$ cat config.mk
export PLATFORM = sky130hd
export DESIGN_NAME = lemmings_splat
export DESIGN_NICKNAME = d
export VERILOG_FILES = /design/src/rtl/lemmings_splat.sv
export SDC_FILE = /design/constraint.sdc
export NUM_CORES = 1
export LEC_CHECK = 0
export BUFFER_PORTS_ARGS = -buffer_cell sky130_fd_sc_hd__buf_2
export CORE_MARGIN = 2
export CORE_UTILIZATION = 30
export DETAILED_ROUTE_END_ITERATION = 8
export HOLD_SLACK_MARGIN = 0.08
export SLEW_MARGIN = 0
export SYNTH_ARGS = -nofsm -noshare
export SYNTH_HDL_FRONTEND = slang
export SYNTH_SLANG_ARGS = --single-unit
$ cat constraint.sdc
create_clock -name clk -period 0.9 [get_ports clk]
set_input_delay 0.18 -clock clk [delete_from_list [all_inputs] [get_ports clk]]
set_output_delay 0.18 -clock clk [all_outputs]
set_load 0.1 [all_outputs]
$ cat src/rtl/lemmings_splat.sv
// Purpose : walk/fall/dig lemming Moore controller that splats after a fall longer than FALL_LIMIT cycles.
// Latency : one clk from inputs to state and outputs; outputs decode only registered state (no input-to-output path).
// Backpres: none -- environment inputs are sampled every cycle, there is no handshake.
//
// Ports:
//   clk                      rising-edge clock
//   areset                   asynchronous active-low reset -> WALK_LEFT, fall_cnt = 0
//   bump_left / bump_right   obstacle on the left / right
//   ground                   1 = ground beneath the lemming
//   dig                      request to start digging
//   walk_left, walk_right,
//   aaah, digging, splat     one-hot Moore outputs
//   fall_cnt                 completed aaah cycles in the current fall, saturating at FALL_LIMIT

module lemmings_splat #(
    parameter  int FALL_LIMIT = 20,
    localparam int CNT_W      = $clog2(FALL_LIMIT + 1)
) (
    input  logic             clk,
    input  logic             areset,
    input  logic             bump_left,
    input  logic             bump_right,
    input  logic             ground,
    input  logic             dig,
    output logic             walk_left,
    output logic             walk_right,
    output logic             aaah,
    output logic             digging,
    output logic             splat,
    output logic [CNT_W-1:0] fall_cnt
);

    typedef enum logic [2:0] {
        WALK_LEFT  = 3'd0,
        WALK_RIGHT = 3'd1,
        FALL_LEFT  = 3'd2,
        FALL_RIGHT = 3'd3,
        DIG_LEFT   = 3'd4,
        DIG_RIGHT  = 3'd5,
        SPLAT      = 3'd6
    } state_t;

    localparam logic [CNT_W-1:0] LIMIT = CNT_W'(FALL_LIMIT);

    state_t           state;
    state_t           state_nxt;
    logic [CNT_W-1:0] cnt_nxt;
    logic             at_limit;
    logic [CNT_W-1:0] cnt_inc;

    // Landing decision uses the registered count: at_limit in the landing
    // cycle means FALL_LIMIT aaah cycles already completed before this one.
    assign at_limit = (fall_cnt >= LIMIT);
    // Saturate rather than wrap so arbitrarily long falls stay lethal.
    assign cnt_inc  = at_limit ? LIMIT : (fall_cnt + CNT_W'(1));

    always_ff @(posedge clk or negedge areset) begin
        if (!areset) begin
            state    <= WALK_LEFT;
            fall_cnt <= '0;
        end else begin
            state    <= state_nxt;
            fall_cnt <= cnt_nxt;
        end
    end

    always_comb begin
        // Defaults also cover the unused encoding: recover to WALK_LEFT, count 0.
        state_nxt  = WALK_LEFT;
        cnt_nxt    = '0;
        walk_left  = 1'b0;
        walk_right = 1'b0;
        aaah       = 1'b0;
        digging    = 1'b0;
        splat      = 1'b0;

        case (state)
            WALK_LEFT: begin
                walk_left = 1'b1;
                if (!ground)        state_nxt = FALL_LEFT;
                else if (dig)       state_nxt = DIG_LEFT;
                else if (bump_left) state_nxt = WALK_RIGHT;
                else                state_nxt = WALK_LEFT;
            end
            WALK_RIGHT: begin
                walk_right = 1'b1;
                if (!ground)         state_nxt = FALL_RIGHT;
                else if (dig)        state_nxt = DIG_RIGHT;
                else if (bump_right) state_nxt = WALK_LEFT;
                else                 state_nxt = WALK_RIGHT;
            end
            FALL_LEFT: begin
                aaah    = 1'b1;
                cnt_nxt = cnt_inc;
                if (!ground)       state_nxt = FALL_LEFT;
                else if (at_limit) state_nxt = SPLAT;
                else               state_nxt = WALK_LEFT;
            end
            FALL_RIGHT: begin
                aaah    = 1'b1;
                cnt_nxt = cnt_inc;
                if (!ground)       state_nxt = FALL_RIGHT;
                else if (at_limit) state_nxt = SPLAT;
                else               state_nxt = WALK_RIGHT;
            end
            DIG_LEFT: begin
                digging   = 1'b1;
                state_nxt = ground ? DIG_LEFT : FALL_LEFT;
            end
            DIG_RIGHT: begin
                digging   = 1'b1;
                state_nxt = ground ? DIG_RIGHT : FALL_RIGHT;
            end
            SPLAT: begin
                splat     = 1'b1;
                state_nxt = SPLAT;
            end
            default: begin
                state_nxt = WALK_LEFT;
            end
        endcase
    end

endmodule

* Yosys cells after proc, flatten, opt, wreduce, memory -nomap -nowiden *
Index checks and enable logic that the tools add are counted.

word-level totals
  latch bits = 0
  bits in read-only memories = 0
  memories kept = 0
  word-level logic and storage cells = 33
  input bits = 6
  bits in writable memories = 0
  flip-flop bits (word level) = 8
  output and inout port bits = 10

operators by class
  muxes and demuxes = 20
  reduce and logical (&&, ||, !) cells = 3
  bitwise gates (word level) = 0
  add/sub/neg operators = 1
  order comparisons = 1
  $mul = 0
  shift-type cells = 0
  divide/modulo/power cells = 0
  equal/unequal tests = 6

operators by type and width
  operator             number
  $mux 3               10
  $pmux 3 s7           1
  $mux 5               2
  $eq 3x3->1 const B   3
  $mux 1               7
  $eq 3x2->1 const B   2
  $add 5x1->5 const B  1
  $ge 5x5->1 const B   1
  $reduce_or 2->1      2
  $eq 3x1->1 const B   1
  $logic_not 3->1      1

* Depth between registers and ports, before layout *
Gate-level depths: netlist of the first run.

  depth in word-level cells = 4
  gate-level depth with buffers = 5
  depth with buffers taken out = 4

* Least setup slack after synthesis of the first run *
Ideal clock, no wire load.

  path kind = register -> output
  from = reg state[1]
  to = out walk_right
  path buffers = 1
  stages on the path, launching flop included = 3
  setup slack = -1.992 ns
  data required time = 0.720 ns
  data arrival time = 2.712 ns
  path through = dfrtp_1 buf_4 nor3b_1

on the way
  cells in the longest elaborated chain, start to end = 2

RTL lines
  item                      line  text
  start: declaration        45    state_t state;
  start signal: assignment  62    state <= state_nxt;
  $eq 3x1->1                77    case (state)
  $mux 1                    77
  end: declaration          26    output logic walk_right,

No other way between the ends.

* Final worst setup path of the first run *
  from = reg state[1]
  to = out digging

on the way
  cells in the longest elaborated chain, start to end = 3
  elaborated cells between the ends (all ways) = 4
  those cells by class = eq/ne (2); mux (1); reduce/logical (1)

RTL lines
  item                                  line  text
  $eq 3x3->1                            77
  $reduce_or 2->1 (no source line) (*)  n/a
  $mux 1 (*)                            77
  end: declaration                      28    output logic digging,

Every way passes the cells marked *; elsewhere a longest branch is shown, timed or not.

==> impl_metrics.json, run 1 <==
{
  "clock-sinks": 8,
  "wl_met1_um": 631,
  "synth_commonest_cells": "8 x dfrtp_1, 4 x nand3_1, 3 x nor2_1",
  "first_pass_iters": 4,
  "synth_area_sq_um": 469,
  "synth_cell_types": 29,
  "drive_above_1_share_pct": 85.7,
  "track_usage_pct": 16.4,
  "syn_avg_cell_area_sq_um": 10.7,
  "n_antenna_cell": 0,
  "tightestPinTransition_ns": 0.288,
  "ys.flop_type": "dfrtp_1",
  "hold_viol": 0,
  "synth_nets": 52,
  "routed.top_layer": "met3",
  "synth_largest_area_cell": "dfrtp_1",
  "clk_path_buf_depth": 2,
  "slew_headroom_pct": 80.7,
  "antenna_found_initial": 0,
  "clock_latency_ns": 0.26,
  "area_delta_synth_final_pct": 140,
  "cts_root_buffer": "clkbuf_4",
  "cp-start-kind": "register",
  "cts_tree": "yes",
  "status": "complete, but fails checks",
  "power_density_nw_per_um2": 3570,
  "worst-endpoint-required_ns": 0.72,
  "final_cell_area_sq_um": 1120,
  "drc": 0,
  "finalSetupViolCount": 18,
  "routabilityCongestion": 0.772,
  "final_util_pct": 75.5,
  "final.min_clock_period_ns": 1.37,
  "synthCells": 44,
  "synth_top_area_share_pct": 42.7,
  "synthArstFlopShare_pct": 100,
  "ctsHtreeMaxLevel": 1,
  "clock_skew_ns": 0.0118,
  "place_area_sq_um": 830,
  "die-area_sq_um": 1900,
  "grt_pass1_wl_um": 2170,
  "avgRoutedWirePerCell_um": 14.7,
  "pre_cts_slack_ns": -0.327,
  "cts_buffers": 3,
  "vias_per_cell": 4.97,
  "fin_ws_ns": -0.469,
  "stdcell_count": 100,
  "die_x_um": 43.5,
  "ioPinCount": 16,
  "grt_max_degree": 9,
  "grt_pass1_vias": 494,
  "period_share_pct": 152,
  "nets": 93,
  "wl_met3_um": 68,
  "worst-setup-path-type": "register to output port",
  "fp-row-count": 14,
  "overflow": 0,
  "path_max_fanout": 6,
  "ys_ff_latch": 8,
  "ys_seq_area_share_pct": 42.7,
  "violations": "setup timing",
  "cp_data_arrival_time_ns": 1.19,
  "yosysMostFrequentCell": "dfrtp_1",
  "vias": 497,
  "clkSlewWorstSetupHoldPaths_ns": 0.05,
  "vdd_ir_drop_max_mv": 2.57,
  "drt-initial-drc-count": 6,
  "synth_area_leaders": "dfrtp_1 43%, ha_1 5.3%, nand3_1 4.3%",
  "max_freq_ghz": 0.730,
  "ant_nets": 0,
  "min-delay-path-class": "input port to register",
  "dp.cells": 82,
  "ys_warn_count": 0,
  "core_sq_um": 1490,
  "fp.dieH_um": 43.5,
  "dr_wl_met2_um": 768,
  "hold_depth": 2,
  "end_kind": "output port",
  "synth_edf_count": 0,
  "leakagePower_nw": 0.448,
  "drv_cap": 0,
  "dpl.hpwl_um": 887,
  "port_buffers": 15,
  "grt_setup_unrepaired": "true",
  "rr_worst_depth": 6,
  "initial_core_util_pct": 31.5,
  "wl_um": 1470,
  "holdWs_ns": 0.177,
  "final_max_slew_viol_count": 0
}
[worst max-delay path, cell delays in order (launching register included)]
cell     delay [ns]
dfrtp_2        0.47
and2b_4        0.30
buf_12         0.17
[cell families after synthesis]
| group | synth area share (%) |
|---|---|
| buffers and inverters | 6.94 |
| adders and majority gates | 5.33 |
| DFF | 42.7 |
| and+or+nand+nor | 27.7 |
| xor gates and xnor gates | 3.73 |
| AOI/OAI and AO/OA | 13.6 |
[registers in the layout (all words and copies together) (netlist names)]
| signal | flops |
|---|---|
| fall_cnt | 5 |
| state | 3 |
[final timing paths]
kind | start | endpoint | slack [ns]
hold reg to reg | fall_cnt[4] | fall_cnt[3] | 0.56
setup / recovery | state[1] | digging | -0.47
setup reg to reg | state[2] | state[0] | -0.45
hold / removal | ground | state[1] | 0.18
min in group asynchronous | areset | fall_cnt[2] | 0.29
max in group asynchronous | areset | fall_cnt[1] | 0.40
[where the power goes]
group          switching, mW  total, mW  internal (mW)
clock                  0.121      0.290          0.169
combinational           1.69       3.05           1.36
sequential             0.184      0.678          0.494
total                   1.99       4.02           2.02
[layout make-up]
type	instances	area [sq um]
multi-input cells	31	374
clock buffers	4	26.3
well taps	16	20.0
repair buffers	38	453
inverters	3	28.8
fillers	84	364
flip-flops and latches	8	223
[stage by stage]
stage / setup TNS, ns / power, mW
final: -5.77 / 4.02
after detailed placement: -3.54 / 3.02
after global placement: -3.19 / 2.97
after global routing: -6.41 / 4.19
after floorplan: -4.18 / 2.20
after CTS: -5.51 / 3.76
[metal layers]
metal  vias up  track usage (%)
li1        234                -
met1       254             20.7
met2         9             23.5
met3         0             9.58
met4         0             4.85
met5         -                0
[cells in the final DEF, fill, tap and decap left out, drive strengths merged]
cell | synthesis | routed
nor2 | 3 | 3
and2b | 1 | 1
clkbuf | 0 | 4
a21boi | 1 | 1
nand2 | 1 | 1
inv | 3 | 3
nor3 | 3 | 3
a211oi | 1 | 1
nand2b | 1 | 1
and3 | 1 | 1
xnor2 | 1 | 1
nand3 | 4 | 4
o31ai | 1 | 1
nor3b | 1 | 1
a21oi | 1 | 1
ha | 2 | 2
nand4bb | 1 | 1
nand3b | 1 | 1
o21ai | 2 | 2
dlygate4sd3 | 0 | 1
a31oi | 1 | 1
dfrtp | 8 | 8
o211ai | 1 | 1
buf | 2 | 37
nand4b | 1 | 1
xor2 | 1 | 1
o21a | 1 | 1
[what timing repair did]
| item | CTS | global route |
|---|---|---|
| pin swaps | 5 | 6 |
| hold buffers | 1 | 0 |
| cloned | 0 | 0 |
| gates resized for setup | 25 | 12 |
| setup endpoints to repair | 18 | 18 |
| buffers inserted | 9 | 4 |
| hold endpoints to repair | 8 | 0 |
Note: power is estimated with default switching activity, not from simulation.
==> run 2: changes to the inputs <==
--- a/config.mk
+++ b/config.mk
@@ -10,6 +10,7 @@
 export CORE_UTILIZATION = 30
 export DETAILED_ROUTE_END_ITERATION = 8
 export HOLD_SLACK_MARGIN = 0.08
+export SKIP_CTS_REPAIR_TIMING = 1
 export SLEW_MARGIN = 0
 export SYNTH_ARGS = -nofsm -noshare
 export SYNTH_HDL_FRONTEND = slang
==> run 2 against run 1 <==
- the run still ends with setup timing left
- final cell count decreased by 7.0%
- global-route usage shrank 2.7 points
- setup slack got worse by 0.0033 ns
- clock power is 1% lower
- largest cell class unchanged
- largest power group unchanged
- highest routed layer is now met4
==> impl_metrics.json, run 2 (synthesis gave the netlist of run 1 again) <==
{
  "status": "complete, but fails checks",
  "violations": "setup timing",
  "holdWs_ns": 0.186,
  "hold_viol": 0,
  "period_share_pct": 153,
  "initial_core_util_pct": 31.5,
  "cpMaxStageDelayCell": "dfrtp_2",
  "vias": 459,
  "grt_pass1_wl_um": 1820,
  "n_antenna_cell": 0,
  "path_max_fanout": 7,
  "multiInputGateArea_sq_um": 322,
  "grt_setup_unrepaired": "true",
  "r2r-start": "state[2]",
  "drive_above_1_share_pct": 77.9,
  "nets": 86,
  "seq_area_sq_um": 223,
  "finalSetupViolCount": 18,
  "port_buffers": 15,
  "r2r_slack_ns": -0.29,
  "grt_max_degree": 9,
  "tightestPinTransition_ns": 0.279,
  "ioPinCount": 16,
  "first_pass_iters": 3,
  "worst-path-stages": 2,
  "worst_path_largest_cell_delay_ns": 0.48,
  "drt-initial-drc-count": 1,
  "top_register": "fall_cnt",
  "end_kind": "output port",
  "reg_top3": "fall_cnt x5, state x3",
  "clock_latency_ns": 0.25,
  "ant_nets": 0,
  "wl_um": 1260,
  "clock_skew_ns": 0.00822,
  "clock-sinks": 8,
  "crit_chain": "nor3_4 -> buf_12",
  "cts_root_buffer": "clkbuf_4",
  "crit_family": "flip-flops",
  "fp.dieH_um": 43.5,
  "largest_reg_flops": 5,
  "critPathBufInv": 1,
  "r2r_end": "fall_cnt[0]",
  "avgRoutedWirePerCell_um": 13.6,
  "cp-start-kind": "register",
  "antenna_found_initial": 0,
  "grt_pass1_vias": 410,
  "track_usage_pct": 13.7,
  "worst-setup-path-type": "register to output port",
  "pre_cts_slack_ns": -0.327,
  "hp-start": "ground",
  "vdd_ir_drop_max_mv": 2.52,
  "ctsHtreeMaxLevel": 1,
  "cp_data_arrival_time_ns": 1.19,
  "overflow": 0,
  "area_delta_synth_final_pct": 114,
  "fin_ws_ns": -0.473,
  "fp-row-count": 14,
  "cts_tree": "yes",
  "final_max_slew_viol_count": 0,
  "slew_headroom_pct": 81.3,
  "clkSlewWorstSetupHoldPaths_ns": 0.05,
  "drc": 0,
  "mostFrequentLayoutCells": "9 x buf_12, 9 x buf_6, 6 x buf_4",
  "worst-endpoint-required_ns": 0.72,
  "holdPathEnd": "state[1]",
  "routabilityCongestion": 0.772,
  "power_density_nw_per_um2": 3680,
  "leakagePower_nw": 0.403,
  "final.min_clock_period_ns": 1.37,
  "drv_cap": 0,
  "min-delay-path-class": "input port to register",
  "die-area_sq_um": 1900,
  "max_freq_ghz": 0.728,
  "core_sq_um": 1490,
  "cts_buffers": 3,
  "fillers": 100,
  "hold_depth": 2,
  "die_x_um": 43.5,
  "dpl.hpwl_um": 887,
  "vias_per_cell": 4.94,
  "clk_path_buf_depth": 2,
  "rr_worst_depth": 4
}
-- run 2: area by class of cell --
type | instances | share of cell area [%]
Timing Repair Buffer | 31 | 38.8
Multi-Input combinational cell | 31 | 32.0
Sequential cell | 8 | 22.2
Clock buffer | 4 | 2.62
Inverter | 3 | 2.37
Tap cell | 16 | 2.00
-- run 2: power by group --
| group | leakage [nW] | switching (mW) | internal, mW |
|---|---|---|---|
| Sequential | 0.0920 | 0.211 | 0.494 |
| Clock | 0.0150 | 0.117 | 0.169 |
| Combinational | 0.296 | 1.52 | 1.19 |
-- run 2: routing by layer --
metal	GRT usage (%)	wire, um
met5	0	0
met4	3.64	7
met3	7.50	48
met2	18.8	659
met1	18.6	547
-- run 2: how the worst max path moves through the flow --
stage	from	endpoint	slack, ns
3_3_place_gp	state[1]	splat	-0.26
6_report	state[1]	walk_left	-0.47
2_1_floorplan	state[1]	state[0]	-0.74
5_1_grt	state[1]	walk_left	-0.51
3_5_place_dp	state[2]	fall_cnt[0]	-0.33
4_1_cts	state[1]	splat	-0.55
-- run 2: worst reg2reg max path, delay by kind of cell (launching register included) --
kind | cells | cell delay [ns]
flip-flops | 1 | 0.47
AND/OR/NAND/NOR | 2 | 0.37
buffers and inverters | 2 | 0.26
-- run 2: through the flow --
stage                     TNS (ns)  utilization, %  total power, mW  cells  area [sq um]
after floorplan              -4.18               -             2.20     44           539
after global placement       -3.19            55.7             2.97     82           830
final                        -5.58            67.4             3.70     93          1000
after detailed placement     -3.54            55.7             3.02     82           830
after CTS                    -6.35            57.5             3.32     86           856
after global routing         -6.31            67.4             3.86     93          1000
==> run 3: changes to the inputs <==
--- a/config.mk
+++ b/config.mk
@@ -6,9 +6,9 @@
 export NUM_CORES = 1
 export LEC_CHECK = 0
 export BUFFER_PORTS_ARGS = -buffer_cell sky130_fd_sc_hd__buf_2
-export CORE_MARGIN = 2
-export CORE_UTILIZATION = 30
+export CORE_AREA = 2 2 39 41
 export DETAILED_ROUTE_END_ITERATION = 8
+export DIE_AREA = 0 0 41 43
 export HOLD_SLACK_MARGIN = 0.08
 export SKIP_CTS_REPAIR_TIMING = 1
 export SLEW_MARGIN = 0
==> constraint.sdc (replaced) <==
create_clock -name clk -period 1.7 [get_ports clk]
set_input_delay 0.34 -clock clk [delete_from_list [all_inputs] [get_ports clk]]
set_output_delay 0.34 -clock clk [all_outputs]
set_load 0.1 [all_outputs]
==> run 3 against run 2 <==
- critical endpoint is now digging
- wire length is 32% lower
- flip-flop and latch count is the same
- sequential share of layout area up 8.1 points
- clock skew fell by 0.0038 ns
- final area shrank 34%
- the run now ends clean
==> impl_metrics.json, run 3 (synthesis gave the netlist of run 1 again) <==
{
  "status": "complete, no violations",
  "ctsHtreeMaxLevel": 1,
  "worst-endpoint-required_ns": 1.36,
  "wl_um": 862,
  "period_share_pct": 94.4,
  "track_usage_pct": 13.1,
  "cts_tree": "yes",
  "mostFrequentLayoutCells": "10 x buf_2, 8 x dfrtp_1, 5 x buf_12",
  "die-area_sq_um": 1760,
  "reg_top3": "fall_cnt x5, state x3",
  "area_delta_synth_final_pct": 40.8,
  "r2r_slack_ns": 0.60,
  "end_kind": "output port",
  "hold_viol": 0,
  "grt_max_degree": 11,
  "grt_pass1_wl_um": 1480,
  "final.min_clock_period_ns": 1.60,
  "final_common_cell": "buf_2",
  "n_antenna_cell": 0,
  "grt_pass1_vias": 343,
  "ioPinCount": 16,
  "place_area_sq_um": 628,
  "slew_headroom_pct": 67.9,
  "clkSlewWorstSetupHoldPaths_ns": 0.04,
  "largest_reg_flops": 5,
  "finalSetupViolCount": 0,
  "clock_latency_ns": 0.25,
  "drive_above_1_share_pct": 42.6,
  "routabilityCongestion": 0.751,
  "tightestPinTransition_ns": 0.485,
  "final_cell_area_sq_um": 661,
  "core_sq_um": 1380,
  "clk_path_buf_depth": 2,
  "hp-start": "ground",
  "cp_data_arrival_time_ns": 1.26,
  "r2r_end": "state[0]",
  "clock-sinks": 8,
  "drc": 0,
  "worst-setup-path-type": "register to output port",
  "avgRoutedWirePerCell_um": 11.2,
  "antenna_found_initial": 0,
  "cp-start-kind": "register",
  "initial_core_util_pct": 33.9,
  "fp-row-count": 14,
  "holdPathEnd": "state[1]",
  "drt-initial-drc-count": 5,
  "nets": 71,
  "fp.dieH_um": 43,
  "vias_per_cell": 4.84,
  "hold_depth": 2,
  "dpl.hpwl_um": 680,
  "stdcell_count": 77,
  "r2r-start": "state[2]",
  "top_register": "fall_cnt",
  "overflow": 0,
  "first_pass_iters": 3,
  "final_max_slew_viol_count": 0,
  "die_x_um": 41,
  "clock_skew_ns": 0.00439,
  "dp.cells": 73,
  "rr_worst_depth": 4,
  "cts_buffers": 3,
  "vias": 373,
  "path_max_fanout": 10,
  "cts_root_buffer": "clkbuf_4",
  "drv_cap": 0,
  "ant_nets": 0,
  "min-delay-path-class": "input port to register",
  "max_freq_ghz": 0.623,
  "port_buffers": 15,
  "grt_setup_unrepaired": "false"
}
## run 3: cell types whose count changed in the layout (fill, tap and decap cells not counted), sizes merged
| cell | before | now |
|---|---|---|
| buf | 30 | 15 |
| clkbuf | 4 | 3 |
## run 3: worst max-delay path by stage
stage	from	end	slack [ns]	cells past startpoint
5_1_grt	state[1]	splat	0.007	3
3_3_place_gp	state[1]	splat	0.36	3
6_report	state[1]	digging	0.1	2
3_5_place_dp	state[1]	splat	0.34	3
2_1_floorplan	state[1]	walk_right	-0.36	2
4_1_cts	state[1]	splat	0.08	3
## run 3: per-stage QoR
step                      util [%]  setup TNS, ns  hold WS [ns]  setup WS [ns]
after floorplan                  -         -0.359        0.0444         -0.359
after CTS                     47.0              0       -0.0790         0.0751
after detailed placement      45.4              0         0.188          0.341
after global routing          47.7              0         0.347        0.00656
after global placement        45.4              0         0.189          0.361
final                         47.7              0         0.336         0.0952
## run 3: metal layers
metal,part of all wire (%),track usage (%),up-vias
li1,-,-,190
met1,46,17.3,179
met2,48,16.6,4
met3,5.0,9.42,0
met4,0,4.00,0
met5,0,0,-
## run 3: final cells by class
cell class	instances	area [sq um]
flip-flops and latches	8	200
well taps	16	20.0
inverters	3	13.8
clock buffers	3	22.5
multi-input cells	31	244
repair buffers	16	160
fillers	120	723
## run 3: critical path, cell delays in order (launching register included)
cell and delay, ns:
dfrtp_1 0.57, and2b_2 0.29, buf_12 0.16
Power of run 3 is left out: the tool's default activity adds up to more than one toggle a clock period on the data nets, which glitch-free logic cannot reach.
